$ cat src/rtl/y86_fetch_prefetch.sv
// Y86-64 fetch stage with a byte prefetch buffer between instruction memory and decode.
// Handles PC redirect, halt/invalid/memory-error stop states and consumer backpressure.
module y86_fetch_prefetch #(
  parameter int ADDR_W      = 64,
  parameter int FETCH_BYTES = 2,
  parameter int BUF_BYTES   = 16,
  parameter int MEM_BYTES   = 1024,
  parameter logic [ADDR_W-1:0] RESET_PC = '0
) (
  input  logic                     clk,
  input  logic                     rst_n,
  input  logic                     redirect,
  input  logic [ADDR_W-1:0]        redirect_pc,
  output logic                     mem_req_valid,
  input  logic                     mem_req_ready,
  output logic [ADDR_W-1:0]        mem_req_addr,
  input  logic                     mem_rsp_valid,
  input  logic [8*FETCH_BYTES-1:0] mem_rsp_data,
  output logic                     out_valid,
  input  logic                     out_ready,
  output logic [ADDR_W-1:0]        pc_out,
  output logic [3:0]               icode,
  output logic [3:0]               ifun,
  output logic [3:0]               rA,
  output logic [3:0]               rB,
  output logic [63:0]              valC,
  output logic [ADDR_W-1:0]        valP,
  output logic                     instr_valid,
  output logic                     imem_error,
  output logic                     halt
);

  localparam int PTR_W = $clog2(BUF_BYTES);
  localparam int CNT_W = $clog2(BUF_BYTES + 1);
  localparam logic [ADDR_W-1:0] MEM_LIMIT = ADDR_W'(MEM_BYTES);
  localparam logic [ADDR_W-1:0] BEAT      = ADDR_W'(FETCH_BYTES);
  localparam logic [CNT_W-1:0]  BEAT_C    = CNT_W'(FETCH_BYTES);
  localparam logic [CNT_W-1:0]  DEPTH_C   = CNT_W'(BUF_BYTES);

  typedef enum logic {RUN, STOP} state_t;

  state_t             state, state_next;
  logic [7:0]         buf_q [BUF_BYTES];
  logic [PTR_W-1:0]   head, tail;
  logic [CNT_W-1:0]   count, count_next;
  logic [ADDR_W-1:0]  pc, fetch_ptr, next_pc;
  logic               started, outstanding, drop;

  logic [7:0]         win [10];
  logic [3:0]         hi_code, lo_fun, len;
  logic               has_regs;
  logic [63:0]        const_val;
  logic [CNT_W-1:0]   len_c;
  logic               starved, fetch_done, range_err, bad_code, stop_cond;
  logic               present, shown, fire, pop, push, req, req_fire;

  function automatic logic [PTR_W-1:0] wrap_add(input logic [PTR_W-1:0] p, input int unsigned n);
    int unsigned s;
    s = 32'(p) + n;
    if (s >= BUF_BYTES) s = s - BUF_BYTES;
    return s[PTR_W-1:0];
  endfunction

  always_comb begin
    for (int i = 0; i < 10; i++) win[i] = buf_q[wrap_add(head, 32'(i))];
  end

  // Length, register-byte presence and constant placement all follow from the icode nibble
  always_comb begin
    hi_code   = win[0][7:4];
    lo_fun    = win[0][3:0];
    len       = 4'd1;
    has_regs  = 1'b0;
    const_val = '0;
    case (hi_code)
      4'h2, 4'h6, 4'hA, 4'hB: begin
        len      = 4'd2;
        has_regs = 1'b1;
      end
      4'h3, 4'h4, 4'h5: begin
        len       = 4'd10;
        has_regs  = 1'b1;
        const_val = {win[9], win[8], win[7], win[6], win[5], win[4], win[3], win[2]};
      end
      4'h7, 4'h8: begin
        len       = 4'd9;
        const_val = {win[8], win[7], win[6], win[5], win[4], win[3], win[2], win[1]};
      end
      default: len = 4'd1;
    endcase
  end

  assign len_c      = CNT_W'(len);
  assign next_pc    = pc + ADDR_W'(len);
  assign starved    = (count == '0) || (count < len_c);
  assign fetch_done = fetch_ptr >= MEM_LIMIT;
  assign range_err  = starved || (pc >= MEM_LIMIT) || (next_pc > MEM_LIMIT);
  assign bad_code   = hi_code > 4'hB;
  assign stop_cond  = range_err || bad_code || (hi_code == 4'h0);

  // A starved head is only reported as an error once no more bytes can ever arrive
  assign present  = started && (state == RUN) && (!starved || (fetch_done && !outstanding));
  assign shown    = present && !starved;
  assign fire     = present && out_ready && !redirect;
  assign pop      = fire && !starved;
  assign push     = mem_rsp_valid && outstanding && !drop && !redirect;
  assign req      = started && (state == RUN) && !outstanding && !fetch_done &&
                    ((DEPTH_C - count) >= BEAT_C);
  assign req_fire = req && mem_req_ready;

  always_comb begin
    count_next = count;
    if (push) count_next = count_next + BEAT_C;
    if (pop)  count_next = count_next - len_c;
  end

  always_comb begin
    state_next = state;
    if (redirect) state_next = RUN;
    else if (fire && stop_cond) state_next = STOP;
  end

  always_ff @(posedge clk or negedge rst_n) begin
    if (!rst_n) state <= RUN;
    else        state <= state_next;
  end

  always_ff @(posedge clk or negedge rst_n) begin
    if (!rst_n) begin
      started     <= 1'b0;
      pc          <= RESET_PC;
      fetch_ptr   <= RESET_PC;
      head        <= '0;
      tail        <= '0;
      count       <= '0;
      outstanding <= 1'b0;
      drop        <= 1'b0;
    end else begin
      started <= 1'b1;
      if (redirect) begin
        pc        <= redirect_pc;
        fetch_ptr <= redirect_pc;
        head      <= '0;
        tail      <= '0;
        count     <= '0;
        // Whatever is still in flight belongs to the old stream and must be thrown away
        if (req_fire) begin
          outstanding <= 1'b1;
          drop        <= 1'b1;
        end else if (mem_rsp_valid) begin
          outstanding <= 1'b0;
          drop        <= 1'b0;
        end else begin
          drop <= outstanding;
        end
      end else begin
        if (req_fire) begin
          fetch_ptr   <= fetch_ptr + BEAT;
          outstanding <= 1'b1;
        end
        if (mem_rsp_valid && outstanding) begin
          outstanding <= 1'b0;
          drop        <= 1'b0;
        end
        if (push) tail <= wrap_add(tail, 32'(FETCH_BYTES));
        if (pop)  head <= wrap_add(head, 32'(len));
        count <= count_next;
        if (fire) pc <= next_pc;
      end
    end
  end

  always_ff @(posedge clk) begin
    if (push) begin
      for (int i = 0; i < FETCH_BYTES; i++)
        buf_q[wrap_add(tail, 32'(i))] <= mem_rsp_data[8*i +: 8];
    end
  end

  assign mem_req_valid = req;
  assign mem_req_addr  = req ? fetch_ptr : '0;
  assign out_valid     = present;
  assign pc_out        = present ? pc : '0;
  assign valP          = present ? next_pc : '0;
  assign icode         = shown ? hi_code : 4'h0;
  assign ifun          = shown ? lo_fun : 4'h0;
  assign rA            = shown ? (has_regs ? win[1][7:4] : 4'hF) : 4'h0;
  assign rB            = shown ? (has_regs ? win[1][3:0] : 4'hF) : 4'h0;
  assign valC          = shown ? const_val : '0;
  assign instr_valid   = shown && !bad_code;
  assign halt          = shown && (hi_code == 4'h0);
  assign imem_error    = present && range_err;

endmodule
$ cat config.mk
export PLATFORM = sky130hd
export DESIGN_NAME = y86_fetch_prefetch
export DESIGN_NICKNAME = d
export VERILOG_FILES = /design/src/rtl/y86_fetch_prefetch.sv
export SDC_FILE = /design/constraint.sdc
export NUM_CORES = 1
export LEC_CHECK = 0
export ABC_CLOCK_PERIOD_IN_PS = 6700
export CORE_MARGIN = 10
export CORE_UTILIZATION = 31
export DETAILED_ROUTE_END_ITERATION = 16
export PLACE_DENSITY = 0.51
export SLEW_MARGIN = 15
export SYNTH_ARGS = -nofsm -noshare
export SYNTH_HDL_FRONTEND = slang
export SYNTH_SLANG_ARGS = --single-unit
export TNS_END_PERCENT = 10
$ cat constraint.sdc
create_clock -name clk -period 6.7 [get_ports clk]
set_clock_uncertainty 0.1 [all_clocks]
set_input_delay 1.34 -clock clk [delete_from_list [all_inputs] [get_ports clk]]
set_output_delay 1.34 -clock clk [all_outputs]
set_load 0.005 [all_outputs]
==> results of run 1 <==
[cells by family after synthesis]
| kind of cell | synth area share (%) |
|---|---|
| simple gates | 17.7 |
| buf+inv | 8.16 |
| compound gates | 10.3 |
| mux | 22.6 |
| flops | 34.8 |
| xor+xnor | 4.75 |
| fa+ha+maj | 1.69 |
| other cells | 0.0351 |
[power groups by stage]
| stage | Combinational, mW | Clock [mW] | Sequential [mW] |
|---|---|---|---|
| 4_1_cts | 0.589 | 1.97 | 1.94 |
| 3_3_place_gp | 0.579 | 0 | 1.98 |
| 3_5_place_dp | 0.584 | 0 | 1.98 |
| 5_1_grt | 0.643 | 2.03 | 1.96 |
| 2_1_floorplan | 0.334 | 0 | 1.89 |
| 6_report | 0.590 | 1.93 | 1.95 |
[layout make-up]
type                            instances  share of cell area [%]
Tap cell                              882                    4.10
Inverter                               95                    1.33
Clock buffer                           47                    3.57
Sequential cell                       272                    27.7
Multi-Input combinational cell       1617                    47.5
Clock inverter                         15                   0.712
Timing Repair Buffer                  423                    15.1
[state kept, by name (all words and copies together) (netlist names)]
name / cells
buf_q: 128
count: 5
drop: 1
fetch_ptr: 64
head: 4
outstanding: 1
pc: 64
started: 1
state: 1
tail: 3
[stage by stage]
step | total power, mW | util [%]
2_1_floorplan | 2.23 | -
3_3_place_gp | 2.55 | 36.9
3_5_place_dp | 2.56 | 36.9
4_1_cts | 4.50 | 39.0
5_1_grt | 4.62 | 39.3
6_report | 4.47 | 39.3
[timing repair]
action,CTS,global route
endpoints found under the setup margin,208,69
setup buffers,12,1
hold buffers,0,0
pin swaps,6,10
gates cloned,1,0
gates resized for setup,31,38
[routing by layer]
layer	vias up	global-route usage, %
li1	8345	-
met1	9583	29.3
met3	163	5.07
met2	888	34.8
met4	4	7.12
met5	-	0
[worst max-delay path by stage]
stage                           to  slack (ns)  depth (start not counted)    start
final                     valP[61]        0.01                         15  head[0]
after global routing      valP[61]       -0.19                         18  head[0]
after CTS                 valP[56]       -0.12                         16  head[0]
after detailed placement  valP[56]       -0.05                         15  head[0]
after global placement    valP[56]        0.06                         15  head[0]
after floorplan           valP[44]        0.62                         15  head[0]
[worst max-delay path, stage by stage (launching register included)]
cell,delay (ns)
dfrtp_4,0.46
buf_6,0.14
mux4_2,0.51
mux4_2,0.55
mux2_1,0.36
mux2i_2,0.20
inv_1,0.10
ha_4,0.29
a31oi_1,0.11
or4_4,0.51
nor4_4,0.23
nand4_1,0.20
xor2_2,0.26
nor2_1,0.14
buf_4,0.12
clkdlybuf4s50_1,0.50
[cells in the final DEF, fill, tap and decap left out, drive strengths merged, types with 14 or more instances in the layout]
cell / instances
nand2: 299
clkbuf: 47
conb: 55
mux4: 146
dfrtp: 144
clkdlybuf4s50: 293
buf: 117
or3: 14
a211oi: 25
nor2: 160
and2: 87
clkinv: 15
inv: 92
xor2: 50
nand3: 49
or4: 16
o2111ai: 18
xnor2: 66
edfxtp: 128
o211ai: 28
a21oi: 42
o21ai: 146
mux2: 91
nor4: 39
nor3: 31
mux2i: 49
nand4: 32
ha: 24
==> impl_metrics.yaml, run 1 <==
outcome:
  status: "finished, final reports clean"
place:
  place_ws_ns: -0.0529
  gp_congestion: 0.947
  place_area_sq_um: 25300
  placedCellCount: 3275
  numPortBuffers: 308
  dp_hpwl_um: 69900
synth:
  ys.flop_type: "dfrtp_1"
  synth_top_area_share_pct: 18.0
  mappedNetlistArea_sq_um: 21400
  yosys.area.top_type: "edfxtp_1"
  synth_common_cells: "299 x nand2_1, 192 x clkbuf_1, 160 x nor2_1, 146 x mux4_2, 144 x dfrtp_1"
  synth.area.top_cells: "edfxtp_1 18%, dfrtp_1 17%, mux4_2 15%"
  synth-edff-count: 128
  netlist_instances: 2232
  synth.most_common_cell: "nand2_1"
  ys_ff_latch: 272
  synth-warning-count: 0
  avgSynthCellArea_sq_um: 9.58
  ys_types: 72
  async_flop_share_pct: 52.9
  yosysSeqAreaShare_pct: 34.8
grt:
  grt_max_degree: 93
  grt_pass1_wl_um: 131000
  grt_usage_pct: 22.0
  grt_pass1_vias: 18275
  grt_overflow: 0
  grt_antenna_before_repair: 4
die:
  ios: 363
  die-area_sq_um: 79900
  initial_core_util_pct: 31.2
  row_count: 96
  die_y_um: 283
  core_area_sq_um: 68500
  die_w_um: 283
timing:
  post-route-min-period_ns: 6.69
  fin_ws_ns: 0.0138
  fin_crit_sh_pct: 99.8
  slew_viol_final: 0
  worst_hold_slack_ns: 0.383
  rsz0062_at_grt: "true"
  setup_viol: 0
  tns_ns: 0
  worst_pin_slew_ns: 1.19
  finalHoldViolations: 0
  maxSlewHeadroom_pct: 20.9
  fmax_ghz: 0.150
clock_network:
  clock_latency_ns: 0.58
  clock_sinks: 272
  tritoncts: "yes"
  clockRootBuffer: "clkbuf_16"
  h-tree-depth: 2
  clk_pin_slew_worst_paths_ns: 0.06
  numCtsBuffers: 35
  cts_buffer_depth: 3
worst_setup_path:
  worst-r2r-setup-slack_ns: 1.53
  reg2reg_depth: 19
  r2r_start: "head[0]"
  arrival_ns: 5.25
  cp-start-kind: "register"
  required_ns: 5.26
  path_class: "reg -> out"
  crit_path_max_fanout: 4
  worst_setup_path_end_kind: "output port"
  worstReg2RegEnd: "pc[48]"
layout:
  nNetsFinal: 2557
  design_area_sq_um: 26900
  seq_area_sq_um: 7450
  n_antenna_cell: 0
  multiInputGateArea_sq_um: 12800
  syn_to_final_growth_pct: 25.8
  nFillCells: 6720
  drive_above_1_share_pct: 19.6
  fin_cells: 3351
power:
  seqPwrFrac_pct: 43.6
  powerDensity_nw_per_um2: 166
  p_comb_share_pct: 13.2
  power.switching_mw: 1.24
  intPower_mw: 3.23
  clock_power_share_pct: 43.2
  swShare_pct: 27.7
  p_leak_nw: 9.78
  peakVddDrop_mv: 0.143
drt:
  route.met3.wl_um: 8280
  route.detailed.drc: 0
  antenna_left: 0
  maxUsedRoutingLayer: "met5"
  drt-total-wl_um: 91000
  avgRoutedWirePerCell_um: 27.2
  viasPerCell: 5.66
  first_iter_violations: 2440
  vias: 18983
  wl_met1_um: 38100
  first_pass_iters: 5
  wl_met2_um: 41400
hold_path:
  hp-class: "reg -> reg"
  min_delay_worst_endpoint: "fetch_ptr[63]"
  hp-start: "fetch_ptr[63]"
  worstHoldPathCells: 1
flow_run:
  cap_violations: 0
Power figures use the tool's default switching activity.
==> run 2: changes to the inputs <==
--- a/config.mk
+++ b/config.mk
@@ -5,7 +5,7 @@
 export SDC_FILE = /design/constraint.sdc
 export NUM_CORES = 1
 export LEC_CHECK = 0
-export ABC_CLOCK_PERIOD_IN_PS = 6700
+export ABC_CLOCK_PERIOD_IN_PS = 7100
 export CORE_MARGIN = 10
 export CORE_UTILIZATION = 31
 export DETAILED_ROUTE_END_ITERATION = 16
==> constraint.sdc (replaced) <==
create_clock -name clk -period 7.1 [get_ports clk]
set_clock_uncertainty 0.1 [all_clocks]
set_input_delay 1.42 -clock clk [delete_from_list [all_inputs] [get_ports clk]]
set_output_delay 1.42 -clock clk [all_outputs]
set_load 0.005 [all_outputs]
==> impl_metrics.yaml, run 2 (same netlist as run 1, synthesis figures left out) <==
outcome:
  status: "finished, final reports clean"
drt:
  antenna_left: 0
  avgRoutedWirePerCell_um: 27.3
  first_iter_violations: 2058
  wl_met1_um: 38500
  drt-total-wl_um: 90700
  wl_met2_um: 41600
  viasPerCell: 5.75
  vias: 19103
  first_pass_iters: 9
  route.detailed.drc: 0
  route.met3.wl_um: 8040
  maxUsedRoutingLayer: "met4"
die:
  die_y_um: 283
  core_area_sq_um: 68500
  ios: 363
  initial_core_util_pct: 31.2
  row_count: 96
  die_w_um: 283
  die-area_sq_um: 79900
grt:
  grt_pass1_vias: 18321
  grt_overflow: 0
  grt_antenna_before_repair: 0
  grt_usage_pct: 21.9
  grt_max_degree: 90
  grt_pass1_wl_um: 131000
clock_network:
  cts_buffer_depth: 3
  cts_hold_buffers: 0
  tritoncts: "yes"
  clock_latency_ns: 0.57
  clock_sinks: 272
  h-tree-depth: 2
  numCtsBuffers: 34
  clockRootBuffer: "clkbuf_16"
  clk_pin_slew_worst_paths_ns: 0.06
place:
  dp_hpwl_um: 70100
  gp_congestion: 0.943
  place_ws_ns: 0.121
  numPortBuffers: 308
layout:
  syn_to_final_growth_pct: 23.9
  nFillCells: 6775
  mostFrequentLayoutCells: "300 x clkdlybuf4s50_1, 298 x nand2_1, 155 x nor2_1"
  top_register: "buf_q"
  nNetsFinal: 2530
  final_common_cell: "clkdlybuf4s50_1"
  largest_reg_flops: 128
  largestRegisters: "buf_q: 128 flops, fetch_ptr: 64 flops, pc: 64 flops"
  n_antenna_cell: 0
  drive_above_1_share_pct: 17.7
timing:
  fin_ws_ns: 0.0724
  fin_crit_sh_pct: 99.0
  fmax_ghz: 0.142
  setup_viol: 0
  worst_pin_slew_ns: 1.17
  maxSlewHeadroom_pct: 22.0
  worst_hold_slack_ns: 0.390
  slew_viol_final: 0
  post-route-min-period_ns: 7.03
  rsz0062_at_grt: "true"
  finalHoldViolations: 0
power:
  p_leak_nw: 9.55
  powerDensity_nw_per_um2: 155
  peakVddDrop_mv: 0.130
  p_total_mw: 4.11
worst_setup_path:
  worst_setup_path_end_kind: "output port"
  arrival_ns: 5.51
  crit_path_max_fanout: 7
  path_class: "reg -> out"
  required_ns: 5.58
  cp-start-kind: "register"
hold_path:
  hp-class: "reg -> reg"
flow_run:
  cap_violations: 0
run 2: final cells by class:
class	instances	area [sq um]	share of cell area, %
Clock buffer	42	881	3.32
Clock inverter	18	188	0.708
Inverter	95	357	1.35
Multi-Input combinational cell	1617	12700	47.8
Sequential cell	272	7450	28.1
Tap cell	882	1100	4.17
Timing Repair Buffer	397	3850	14.5
run 2: worst paths after layout:
check                                    from            end  slack, ns  cells past startpoint
worst max-delay path                  head[0]       valP[36]       0.07                     18
worst min-delay path            fetch_ptr[63]  fetch_ptr[63]       0.39                      1
worst max register to register        head[0]         pc[48]       1.64                     18
worst min register to register  fetch_ptr[63]  fetch_ptr[63]       0.39                      1
max in group asynchronous               rst_n         pc[53]       4.63                      2
min in group asynchronous               rst_n  fetch_ptr[27]       0.76                      1
run 2: where the power goes:
part	internal, mW	switching, mW	total, mW	leakage, nW
clock	0.970	0.741	1.71	0.519
combinational	0.260	0.300	0.559	6.13
sequential	1.72	0.121	1.84	2.90
run 2: repair_timing:
item                       CTS  global route
setup endpoints to repair  169           155
hold endpoints to repair     0             0
pin swaps                    1             5
gates resized for setup      9            30
setup buffers               16             4
run 2: critical path, cell delays in order, from the launching register on:
cell and delay [ns]:
dfrtp_4 0.50, buf_4 0.14, mux4_2 0.50, mux4_2 0.55
buf_4 0.18, mux2_1 0.34, mux2i_2 0.21, inv_1 0.11
ha_4 0.30, and3b_1 0.20, o211ai_1 0.16, buf_4 0.19
nor4b_4 0.21, buf_4 0.18, buf_4 0.12, nand3_1 0.16
xor2_1 0.25, nor2_1 0.14, clkdlybuf4s50_1 0.54
run 2: layer usage:
metal  vias to the layer above  global-route usage [%]
met5                         -                       0
met4                         0                    6.34
met3                       143                    4.69
met2                       961                    34.9
met1                      9682                    29.4
li1                       8317                       -
run 2: metrics by stage:
step | cell area, sq um | instances | utilization (%) | setup TNS [ns]
2_1_floorplan | 21600 | 2285 | - | 0
3_3_place_gp | 25100 | 3243 | 36.6 | 0
3_5_place_dp | 25100 | 3243 | 36.6 | 0
4_1_cts | 26300 | 3319 | 38.4 | 0
5_1_grt | 26500 | 3323 | 38.7 | -0.217
6_report | 26500 | 3323 | 38.7 | 0
==> run 3: changes to the inputs <==
--- a/config.mk
+++ b/config.mk
@@ -8,6 +8,7 @@
 export ABC_CLOCK_PERIOD_IN_PS = 7100
 export CORE_MARGIN = 10
 export CORE_UTILIZATION = 31
+export CTS_BUF_LIST = sky130_fd_sc_hd__clkbuf_8
 export DETAILED_ROUTE_END_ITERATION = 16
 export PLACE_DENSITY = 0.51
 export SLEW_MARGIN = 15
==> impl_metrics.yaml, run 3 (same netlist as run 1, synthesis figures left out) <==
timing:
  fmax_ghz: 0.143
  worst_pin_slew_ns: 1.16
  setup_viol: 0
  fin_ws_ns: 0.123
  worst_hold_slack_ns: 0.383
  fin_crit_sh_pct: 98.3
  slew_viol_final: 0
  maxSlewHeadroom_pct: 22.9
  rsz0062_at_grt: "true"
  finalHoldViolations: 0
  post-route-min-period_ns: 6.98
power:
  peakVddDrop_mv: 0.113
  powerDensity_nw_per_um2: 150
  p_leak_nw: 9.50
  p_total_mw: 3.98
clock_network:
  clock_sinks: 272
  tritoncts: "yes"
  cts_buffer_depth: 3
  h-tree-depth: 2
  clockRootBuffer: "clkbuf_8"
  clock_latency_ns: 0.67
  clk_pin_slew_worst_paths_ns: 0.06
  numCtsBuffers: 51
  cts_hold_buffers: 0
worst_setup_path:
  r2r_start: "head[0]"
  crit_start: "head[0]"
  reg2reg_depth: 18
  crit_path_max_fanout: 14
  cp_cell_sequence: "buf_12, buf_8, mux2_2, mux4_2, mux2i_4, a21oi_1, nor2_2, buf_6, inv_2, ha_2, inv_1, fa_2, and3b_1, buf_4, nor2_2, mux2_2, o21ai_1, a41o_1, nand3_1, and2_4, clkdlybuf4s50_1"
  slowest_stage: "mux4_2"
  path_buf_inv: 7
  cp_top_family: "multiplexers"
  path_class: "reg -> out"
  cp-start-kind: "register"
  worstReg2RegEnd: "pc[48]"
  arrival_ns: 5.46
  cpPeakStageDelay_ns: 0.53
  worst_setup_path_end_kind: "output port"
  critical_path_depth: 21
  required_ns: 5.58
  worst-r2r-setup-slack_ns: 1.83
  cp-endpoint: "imem_error"
layout:
  largest_reg_flops: 128
  syn_to_final_growth_pct: 23.8
  largestRegisters: "buf_q: 128 flops, fetch_ptr: 64 flops, pc: 64 flops"
  nNetsFinal: 2545
  mostFrequentLayoutCells: "303 x clkdlybuf4s50_1, 298 x nand2_1, 154 x nor2_1"
  drive_above_1_share_pct: 18.9
  final_common_cell: "clkdlybuf4s50_1"
  nFillCells: 6786
  fin_cells: 3357
  top_register: "buf_q"
die:
  row_count: 96
  die_y_um: 283
  core_area_sq_um: 68500
  die_w_um: 283
  ios: 363
  die-area_sq_um: 79900
  initial_core_util_pct: 31.2
drt:
  antenna_left: 0
  avgRoutedWirePerCell_um: 27.0
  viasPerCell: 5.66
  route.detailed.drc: 0
  vias: 18995
  drt-total-wl_um: 90700
  first_iter_violations: 1900
  first_pass_iters: 5
place:
  place_ws_ns: 0.121
  dp_hpwl_um: 70100
  placedCellCount: 3243
  gp_congestion: 0.943
  numPortBuffers: 308
grt:
  grt_antenna_before_repair: 3
  grt_pass1_vias: 18535
  grt_max_degree: 90
  grt_pass1_wl_um: 131000
  grt_usage_pct: 21.9
  grt_overflow: 0
outcome:
  status: "finished, final reports clean"
hold_path:
  worstHoldPathCells: 1
  hp-class: "reg -> reg"
flow_run:
  cap_violations: 0
run 3: cell type report:
type	count	area [sq um]	share of cell area [%]
Multi-Input combinational cell	1617	12700	47.9
Sequential cell	272	7450	28.2
Timing Repair Buffer	395	3830	14.5
Tap cell	882	1100	4.17
Clock buffer	56	771	2.91
Inverter	95	357	1.35
Clock inverter	37	260	0.983
Antenna cell	3	7.51	0.0284
run 3: timing repair:
action | 4_1_cts | 5_1_grt
buffers inserted | 17 | 1
setup endpoints to repair | 181 | 158
gates resized for setup | 20 | 25
cloned | 0 | 0
pin swaps | 5 | 4
run 3: metrics by stage:
step	instance area (sq um)	TNS (ns)	util, %
global route	26500	-0.259	38.7
finish	26500	0	38.7
global placement	25100	0	36.6
floorplan	21600	0	-
detailed placement	25100	0	36.6
CTS	26300	0	38.5
run 3: worst min-delay path by stage:
stage | startpoint | endpoint | slack (ns)
2_1_floorplan | fetch_ptr[63] | fetch_ptr[63] | 0.35
3_3_place_gp | fetch_ptr[63] | fetch_ptr[63] | 0.37
3_5_place_dp | fetch_ptr[63] | fetch_ptr[63] | 0.38
4_1_cts | fetch_ptr[63] | fetch_ptr[63] | 0.39
5_1_grt | fetch_ptr[55] | fetch_ptr[55] | 0.42
6_report | fetch_ptr[63] | fetch_ptr[63] | 0.38
run 3: metal layers:
layer | routed length (um) | GRT usage (%) | vias to the layer above
met4 | 3150 | 7.06 | 2
li1 | - | - | 8345
met3 | 8290 | 5.27 | 167
met5 | 42 | 0 | -
met1 | 38200 | 29.0 | 9561
met2 | 41000 | 34.6 | 920
run 3: worst register-to-register path: cells and delay by family, from the launching register on:
family | cells | cell delay [ns]
muxes | 4 | 1.38
AOI/OAI and AO/OA | 3 | 1.19
buffers and inverters | 6 | 0.98
and+or+nand+nor | 3 | 0.56
DFF | 1 | 0.44
adders and majority gates | 1 | 0.30
xor gates and xnor gates | 1 | 0.20
run 3: where the power goes:
part / internal (mW) / switching [mW] / total (mW)
Combinational: 0.261 / 0.299 / 0.561
Sequential: 1.72 / 0.121 / 1.84
Clock: 0.844 / 0.738 / 1.58
Total: 2.82 / 1.16 / 3.98
